--- src/rtl/mm2s_stream_framer.sv ---
// Cuts an untagged AXIS beat stream into command-sized frames and re-emits it with tlast
// through a one-deep output register slice, counting frames delivered downstream.
module mm2s_stream_framer #(
    parameter int DATA_WIDTH = 256,
    parameter int LEN_WIDTH  = 16,
    parameter int CNT_WIDTH  = 32
) (
    input  logic                  aclk,
    input  logic                  aresetn,
    input  logic                  cmd_valid,
    output logic                  cmd_ready,
    input  logic [LEN_WIDTH-1:0]  cmd_len,
    input  logic                  s_axis_tvalid,
    output logic                  s_axis_tready,
    input  logic [DATA_WIDTH-1:0] s_axis_tdata,
    output logic                  m_axis_tvalid,
    input  logic                  m_axis_tready,
    output logic [DATA_WIDTH-1:0] m_axis_tdata,
    output logic                  m_axis_tlast,
    output logic                  busy,
    output logic [CNT_WIDTH-1:0]  frame_count
);

    typedef enum logic {
        IDLE,
        STREAM
    } state_e;

    state_e                state_q, state_d;
    logic [LEN_WIDTH-1:0]  remaining_q, remaining_d;
    logic [DATA_WIDTH-1:0] tdata_q, tdata_d;
    logic                  tvalid_q, tvalid_d;
    logic                  tlast_q, tlast_d;
    logic [CNT_WIDTH-1:0]  count_q, count_d;

    logic slotFree;
    logic cmdFire;
    logic inFire;
    logic outFire;

    // The slice can take a new beat when empty or when its beat leaves this same cycle.
    assign slotFree      = !tvalid_q || m_axis_tready;
    assign cmd_ready     = aresetn && (state_q == IDLE);
    assign s_axis_tready = (state_q == STREAM) && slotFree;

    assign cmdFire = cmd_valid && cmd_ready;
    assign inFire  = s_axis_tvalid && s_axis_tready;
    assign outFire = tvalid_q && m_axis_tready;

    assign m_axis_tvalid = tvalid_q;
    assign m_axis_tdata  = tdata_q;
    assign m_axis_tlast  = tlast_q;
    assign busy          = (state_q == STREAM) || tvalid_q;
    assign frame_count   = count_q;

    always_comb begin
        state_d     = state_q;
        remaining_d = remaining_q;
        tdata_d     = tdata_q;
        tvalid_d    = tvalid_q;
        tlast_d     = tlast_q;
        count_d     = count_q;

        if (state_q == IDLE) begin
            if (cmdFire) begin
                remaining_d = cmd_len;
                state_d     = STREAM;
            end
        end else begin
            if (inFire) begin
                if (remaining_q == '0) begin
                    state_d = IDLE;
                end else begin
                    remaining_d = remaining_q - LEN_WIDTH'(1);
                end
            end
        end

        // A new load takes priority over draining so back-to-back beats keep full throughput.
        if (inFire) begin
            tdata_d  = s_axis_tdata;
            tvalid_d = 1'b1;
            tlast_d  = (remaining_q == '0);
        end else if (outFire) begin
            tvalid_d = 1'b0;
            tlast_d  = 1'b0;
        end

        if (outFire && tlast_q) begin
            count_d = count_q + CNT_WIDTH'(1);
        end
    end

    always_ff @(posedge aclk or negedge aresetn) begin
        if (!aresetn) begin
            state_q     <= IDLE;
            remaining_q <= '0;
            tdata_q     <= '0;
            tvalid_q    <= 1'b0;
            tlast_q     <= 1'b0;
            count_q     <= '0;
        end else begin
            state_q     <= state_d;
            remaining_q <= remaining_d;
            tdata_q     <= tdata_d;
            tvalid_q    <= tvalid_d;
            tlast_q     <= tlast_d;
            count_q     <= count_d;
        end
    end

endmodule
--- config.mk ---
export PLATFORM = sky130hd
export DESIGN_NAME = mm2s_stream_framer
export DESIGN_NICKNAME = d
export VERILOG_FILES = /design/src/rtl/mm2s_stream_framer.sv
export SDC_FILE = /design/constraint.sdc
export NUM_CORES = 1
export LEC_CHECK = 0
export CORE_AREA = 8 8 218 220
export CTS_BUF_LIST = sky130_fd_sc_hd__clkbuf_4 sky130_fd_sc_hd__clkbuf_8
export DETAILED_ROUTE_END_ITERATION = 12
export DIE_AREA = 0 0 226 228
export PLACE_DENSITY = 0.68
export SLEW_MARGIN = 25
export SYNTH_ARGS = -nofsm -noshare
export SYNTH_HDL_FRONTEND = slang
export SYNTH_SLANG_ARGS = --single-unit
--- constraint.sdc ---
create_clock -name aclk -period 2.9 [get_ports aclk]
set_input_delay 0.58 -clock aclk [delete_from_list [all_inputs] [get_ports aclk]]
set_output_delay 0.58 -clock aclk [all_outputs]
set_load 0.005 [all_outputs]
---- Word level (Yosys, flattened, before mapping) ----
Cells that the tools add are included.
cells by class
  add/subtract/negate cells ............... 2
  multipliers ............................. 0
  divide/modulo/power cells ............... 0
  $lt $le $gt $ge ......................... 0
  eq/ne operators ......................... 2
  shift-type cells ........................ 0
  mux-type cells .......................... 11
  bitwise gates (word level) .............. 1
  reductions and logical operators ........ 13
operator list
  cell                   number
  $mux 16                4
  $add 32x1->32 const B  1
  $logic_not 16->1       1
  $sub 16x1->16 const B  1
  $mux 1                 7
  $logic_and 1x1->1      6
  $reduce_bool 2->1      2
  $reduce_and 3->1       1
  $logic_or 1x1->1       2
  $ne 2x1->1 const B     1
  $ne 2x2->1 const B     1
  $logic_not 1->1        1
  $not 1->1              1
word-level totals
  register bits ........................... 307
  bits in latches ......................... 0
  bits in writable memories ............... 0
  memory bits (read-only) ................. 0
  input bits .............................. 277
  output and inout port bits .............. 293
  logic and storage cells ................. 35
  memories kept ........................... 0

---- Longest topological paths before layout ----
Gate-level depths: netlist of run 1.
  depth in word-level cells ............... 6
  mapped depth ............................ 9
  depth with buffers taken out ............ 7

---- Worst setup path before layout of run 1 ----
No wires, ideal clock.
  kind .................................... register to register
  start ................................... register remaining_q[0]
  end ..................................... register remaining_q[15]
  setup time .............................. 0.080 ns
  arrival ................................. 2.135 ns
  data required time ...................... 2.820 ns
  slack ................................... 0.685 ns
  stages on the path, launching flop included .. 10
  path buffers ............................ 2
  period minus slack after synthesis ...... 2.215 ns
  path through ............................ dfrtp_1 > inv_1 > ha_1 > or4b_1 > buf_2 > or4_1 > buf_2 > o21ai_4 > nor2_1 > nor3_2
on the way
  word-level cells in the longest chain between the ends .. 4
  elaborated cells on any way between the ends .. 7
  classes of those cells .................. add/sub: 1; eq/ne: 1; mux: 3; reduce/logical: 2
RTL lines
  what                    line  source
  from (decl)             30    logic [LEN_WIDTH-1:0] remaining_q, remaining_d;
  from (signal assigned)  104   remaining_q <= remaining_d;
  $sub 16x1->16           74    remaining_d = remaining_q - LEN_WIDTH'(1);
  $mux 16                 71    if (remaining_q == '0) begin
  $mux 16                 70    if (inFire) begin
  $mux 16                 64    if (state_q == IDLE) begin
Parallel ways exist; a longest one is shown, timed or not. The select of a mux whose other input is x is not followed.
A chain may end at the register's enable or synchronous reset.

---- Worst setup path after layout of run 1 ----
  start ................................... input port aresetn
  end ..................................... output port cmd_ready
on the way
  word-level cells in the longest chain between the ends .. 1
RTL lines
  what               line  source
  from (decl)        9     input logic aresetn,
  $logic_and 1x1->1  43    assign cmd_ready = aresetn && (state_q == IDLE);
  to (decl)          11    output logic cmd_ready,
No other way between the ends.

==> results of run 1 <==
state kept, by name, summed over array words and instances (netlist names):
name,count
m_axis_tdata,256
frame_count,32
remaining_q,16
m_axis_tlast,1
m_axis_tvalid,1
state_q,1
where the power goes:
part	total, mW	switching [mW]	leakage (nW)	internal [mW]
Clock	4.36	1.86	0.640	2.50
Combinational	2.63	1.10	4.97	1.53
Sequential	5.17	0.337	3.83	4.84
Total	12.2	3.29	9.44	8.87
worst reg2reg max path: stages (launching register included):
cell	delay [ns]
dfrtp_1	0.42
inv_1	0.10
ha_1	0.20
or4b_1	0.56
nor4_2	0.49
nor2_1	0.30
and4_1	0.27
nor3_1	0.16
cell usage in the layout, fill, tap and decap left out, drive strengths merged, types with 5 or more instances in the layout:
master	synthesis	layout
and3	8	8
o21ai	5	5
o22ai	5	5
and4	7	7
nand3	18	18
a21oi	5	5
o32ai	7	7
clkbuf	57	85
nor2	19	19
xor2	6	6
inv	5	5
and2	5	5
dfrtp	307	307
nand4	8	8
or4	5	5
xnor2	25	25
clkdlybuf4s50	0	568
buf	8	20
clkinv	0	11
nor4	6	6
nand2	785	785
nor3	14	14
worst min path at each step:
stage                        endpoint  slack, ns  cells past startpoint
floorplan              frame_count[0]       0.28                      0
global placement      m_axis_tdata[2]       0.46                      2
detailed placement  m_axis_tdata[102]       0.46                      2
CTS                    frame_count[2]       0.38                      2
global route            m_axis_tvalid       0.39                      2
finish                 remaining_q[0]       0.42                      2
cells by family (layout without fill, tap and decap cells):
group / after synthesis / after routing / share of synthesized area [%]
muxes: 3 / 3 / 0.270
other: 0 / 1 / 0
and+or+nand+nor: 885 / 885 / 29.3
adders and majority gates: 2 / 2 / 0.207
DFF: 307 / 307 / 63.7
AOI/OAI and AO/OA: 34 / 34 / 2.06
xor gates and xnor gates: 31 / 31 / 2.25
buffers and inverters: 70 / 693 / 2.21
stage by stage:
step                utilization, %  total power [mW]  instances  cell area (um2)
finish                        45.1              12.2       2548            19800
floorplan                        -              5.97       1332            12100
CTS                           45.0              12.4       2547            19700
global placement              42.3              7.85       2447            18500
detailed placement            42.3              7.90       2447            18500
global route                  45.1              12.8       2548            19800
routing by layer:
| metal | vias up | wire [um] | share of wire [%] |
|---|---|---|---|
| li1 | 5325 | - | - |
| met1 | 5217 | 16500 | 38 |
| met2 | 457 | 21600 | 49 |
| met3 | 81 | 4510 | 10 |
| met4 | 0 | 1110 | 2.5 |
| met5 | - | 0 | 0 |
what timing repair did:
item | 4_1_cts | 5_1_grt
hold endpoints to repair | 33 | 0
endpoints found under the setup margin | 0 | 1
gates resized for setup | 0 | 2
hold buffers | 1 | 0
cell type report:
cell class,instances,area (um2)
Inverter,5,18.8
Multi-Input combinational cell,955,4140
Timing Repair Buffer,589,5970
Sequential cell,307,7680
Tap cell,592,741
Clock inverter,14,100
Antenna cell,1,2.50
Clock buffer,85,1100
Fill cell,4138,24100
==> impl_metrics.csv, run 1 <==
group,metric,value,unit
cells_and_area,drive_above_1_share,6.85,%
clock_tree,cts_buffers,55,
critical_path,critPathMaxFanout,36,
floorplanning,fp.dieH,228,um
sta,relSlewSlack,42.5,%
sta,whs,0.418,ns
clock_tree,postCtsSetupRepairBufs,0,
logic_synthesis,synth.cell_area,12100,um2
grt,grt_use_met3,6.53,%
grt,antenna_found_initial,1,
logic_synthesis,synth.distinct_cells,43,
hold_path,hold_path_class,"in2async",
sta,period_needed,2.77,ns
sta,setup_violations,0,
drt,first_pass_iters,5,
grt,grt_pass1_wl,67400,um
grt,top_usage_layer,"met2",
logic_synthesis,async_reset_ff_share,100,%
floorplanning,rows,77,
floorplanning,die_w,226,um
critical_path,cp.arrival,2.19,ns
drt,drc,0,
logic_synthesis,synth-main-ff-cell,"dfrtp_1",
cells_and_area,syn2layout_area_growth,63.8,%
critical_path,required,2.32,ns
grt,grt_max_degree,139,
floorplanning,top_level_ports,570,
drt,via_per_inst,4.35,
drt,ant_nets,0,
logic_synthesis,yosysTopAreaCell,"dfrtp_1",
drt,vias,11100,
place,io_buffers,569,
critical_path,r2r-start,"remaining_q[0]",
place,place_congestion,0.858,
grt,gr-usage-met2,28.1,%
logic_synthesis,yosysSeqAreaShare,63.7,%
logic_synthesis,syn_inst,1332,
sta,rsz0062_at_grt,"false",
clock_tree,clkLatencyLatePin,0.61,ns
flow_run,drv_cap,0,
cells_and_area,final_nets,2192,
status,outcome,"completed",
drt,wirelength,43800,um
drt,wl_per_cell,17.2,um
critical_path,crit_type,"in2out",
pwr,ir_worst_vdd,367,uV
clock_tree,root_buffer,"clkbuf_8",
floorplanning,die_area,51500,um2
critical_path,critPathLaunch,"aresetn",
critical_path,crit_family,"buffers and inverters",
logic_synthesis,synth_top_area_share,63.7,%
critical_path,cp_cell_sequence,"dlygate4sd3_1 > buf_12 > nor2b_2 > clkdlybuf4s50_1",
grt,grt_overflow,0,
critical_path,worst_path_max_delay_cell,"dlygate4sd3_1",
logic_synthesis,synth_commonest_cells,"nand2_1 (785), dfrtp_1 (307), clkbuf_1 (57), xnor2_1 (25)",
critical_path,reg2reg_slack,0.33,ns
floorplanning,initial_core_util,27.5,%
grt,grt_pass1_vias,11600,
clock_tree,cts.sinks,307,
critical_path,cp.depth,4,
sta,tightest_slew,0.862,ns
sta,drv_slew,0,
pwr,power.density,616,nW/um2
grt,track_usage,16.4,%
logic_synthesis,yosysMostFrequentCell,"nand2_1",
floorplanning,core,43800,um2
logic_synthesis,synth_edf_count,0,
sta,tns,0,ns
sta,clock_skew,0.0195,ns
drt,drtIter0Drc,627,
critical_path,crit_buf_inv,3,
logic_synthesis,ys_warn_count,0,
clock_tree,htreeDepth,2,
sta,fin_crit_sh,95.5,%
clock_tree,cts_tree,"yes",
clock_tree,path_clk_slew,0.06,ns
critical_path,cp_slowest_stage_delay,0.58,ns
grt,gr-usage-met1,18.4,%
sta,max_freq,361,MHz
pwr,p_leak,9.44,nW
logic_synthesis,mappedNetlistNets,1611,
critical_path,critPathLaunchType,"input pin",
critical_path,critPathCapture,"cmd_ready",
critical_path,reg2reg_to,"remaining_q[6]",
sta,timing.final.ws_setup,0.129,ns
critical_path,reg2reg_depth,7,
logic_synthesis,synthTopCellsByArea,"dfrtp_1 (64%), nand2_1 (24%), xnor2_1 (1.8%), clkbuf_1 (1.8%), nand3_1 (0.75%)",
place,place_hpwl,32500,um
logic_synthesis,ys_ff_latch,307,
logic_synthesis,syn_area_per_cell,9.06,um2
clock_tree,ctsLongestPathBuffers,3,
sta,hold_violations,0,
critical_path,cp-end-kind,"output pin",
place,place_ws,-0.0187,ns
(Power assumes the default switching activity.)
==> run 2: changes to the inputs <==
- RECOVER_POWER: not set -> 100
==> run 2 against run 1 <==
Effect of this change:
- the run now ends with capacitance limit, slew limit left
- sequential cell count is the same
- maximum frequency up 0.39%
- hold slack worse by 0.0051 ns
- sequential power barely moved
- power down 1.9%
- count of clock-buffer cells in the layout stayed put
- setup slack improved by 0.011 ns
- cell area fell by 0.34%
- largest power group unchanged
- highest routed layer unchanged
==> impl_metrics.csv, run 2 (synthesis gave the netlist of run 1 again) <==
group,metric,value,unit
floorplanning,core,43800,um2
cells_and_area,drive_above_1_share,6.75,%
clock_tree,clkLatencyLatePin,0.61,ns
critical_path,cp_slowest_stage_delay,0.58,ns
grt,antenna_found_initial,1,
drt,top_layer_used,"met4",
critical_path,crit_family,"buffers and inverters",
floorplanning,die_area,51500,um2
critical_path,critPathMaxFanout,36,
drt,first_pass_iters,5,
clock_tree,root_buffer,"clkbuf_8",
drt,vias,11100,
sta,hold_violations,0,
flow_run,drv_cap,2,
cells_and_area,syn2layout_area_growth,63.2,%
grt,grt_max_degree,139,
critical_path,worst_path_max_delay_cell,"dlygate4sd3_1",
cells_and_area,final_common_cell,"nand2_1",
critical_path,cp.depth,4,
clock_tree,postCtsSetupRepairBufs,0,
hold_path,hold_path_class,"in2async",
pwr,p_leak,9.81,nW
sta,max_freq,362,MHz
place,io_buffers,569,
critical_path,cp_cell_sequence,"dlygate4sd3_1 > buf_12 > nor2b_2 > clkdlybuf4s50_1",
drt,dr_wl_met3,4420,um
sta,period_needed,2.76,ns
critical_path,crit_type,"in2out",
pwr,ir_worst_vdd,365,uV
grt,track_usage,16.4,%
floorplanning,fp.dieH,228,um
status,failed_checks,"capacitance limit, slew limit",
cells_and_area,finish.utilization,44.9,%
clock_tree,cts.sinks,307,
pwr,switching_share,27.3,%
clock_tree,path_clk_slew,0.06,ns
cells_and_area,design_area,19700,um2
sta,drv_slew,316,
pwr,comb_power_share,20.3,%
cells_and_area,final_nets,2192,
drt,met2_length,21600,um
critical_path,reg2reg_depth,7,
sta,clock_skew,0.0200,ns
cells_and_area,final_cell_mix,"nand2_1 (785), dfrtp_1 (307), dlygate4sd3_1 (292)",
drt,drtIter0Drc,639,
status,outcome,"complete, but fails checks",
drt,drc,0,
cells_and_area,largest_reg_flops,256,
place,place_hpwl,32500,um
grt,grt_pass1_wl,67400,um
critical_path,cp.arrival,2.18,ns
floorplanning,rows,77,
pwr,internal_power,8.67,mW
clock_tree,ctsLongestPathBuffers,3,
critical_path,cp-end-kind,"output pin",
critical_path,required,2.32,ns
grt,grt_overflow,0,
cells_and_area,n_fill_cell,4150,
sta,relSlewSlack,-20.8,%
critical_path,crit_buf_inv,3,
place,place_area,18500,um2
sta,fin_crit_sh,95.2,%
clock_tree,htreeDepth,2,
drt,wl_met1,16500,um
clock_tree,cts_buffers,55,
grt,grt_pass1_vias,11600,
pwr,power_frac_clock,36.5,%
pwr,power.share.sequential,43.2,%
sta,tightest_slew,1.81,ns
sta,rsz0062_at_grt,"false",
drt,ant_nets,0,
floorplanning,initial_core_util,27.5,%
critical_path,critPathLaunchType,"input pin",
floorplanning,die_w,226,um
sta,setup_violations,0,
drt,wirelength,43600,um
place,place_congestion,0.858,
floorplanning,top_level_ports,570,
drt,wl_per_cell,17.1,um
pwr,power.switching,3.26,mW
clock_tree,cts_tree,"yes",
drt,via_per_inst,4.35,
pwr,power.density,606,nW/um2
run 2: changes by cell type in the layout (fill, tap and decap cells not counted), sizes merged:
| cell | previous run | this run |
|---|---|---|
| buf | 20 | 17 |
| clkbuf | 85 | 88 |
| clkdlybuf4s50 | 568 | 277 |
| dlygate4sd3 | 1 | 292 |
run 2: power by group through the flow:
stage | clock network (mW) | registers [mW] | logic (mW)
final | 4.35 | 5.15 | 2.42
after global routing | 4.70 | 5.21 | 2.67
after CTS | 4.50 | 5.17 | 2.68
after detailed placement | 0 | 5.23 | 2.67
after global placement | 0 | 5.21 | 2.65
after floorplan | 0 | 5.25 | 0.727
run 2: final cells by class:
cell class | count | area [um2] | area share [%]
clock buffers | 85 | 1100 | 5.59
flip-flops and latches | 307 | 7680 | 39.0
inverters | 5 | 18.8 | 0.0953
repair buffers | 589 | 5920 | 30.1
clock inverters | 14 | 100 | 0.508
well taps | 592 | 741 | 3.76
diodes | 1 | 2.50 | 0.0127
multi-input cells | 955 | 4120 | 20.9
run 2: path summary, 6_finish.rpt:
kind / from / endpoint / slack [ns]
min reg2reg: m_axis_tdata[99] / m_axis_tdata[99] / 0.47
max reg2reg: remaining_q[0] / remaining_q[6] / 0.32
max: aresetn / cmd_ready / 0.14
min in group aclk: m_axis_tdata[99] / m_axis_tdata[99] / 0.47
min: aresetn / remaining_q[0] / 0.41
max in group asynchronous: aresetn / m_axis_tdata[68] / 0.40
run 2: timing repair:
item,in CTS,in global routing
hold buffers,1,0
hold endpoints to repair,33,0
endpoints found under the setup margin,0,1
gates resized for setup,0,2
run 2: metal layers:
layer | global-route usage (%) | vias to the layer above
li1 | - | 5347
met1 | 18.4 | 5215
met4 | 5.40 | 0
met5 | 0 | -
met3 | 6.53 | 79
met2 | 28.1 | 438
run 2: through the flow:
step	power [mW]	instances	hold WS (ns)	TNS, ns	worst slack (ns)
floorplan	5.97	1332	0.284	0	0.685
global placement	7.85	2447	0.456	0	0.0361
detailed placement	7.90	2447	0.461	-0.0468	-0.0187
CTS	12.4	2547	0.376	0	0.0305
global route	12.6	2548	0.386	0	0.0397
finish	11.9	2548	0.413	0	0.140
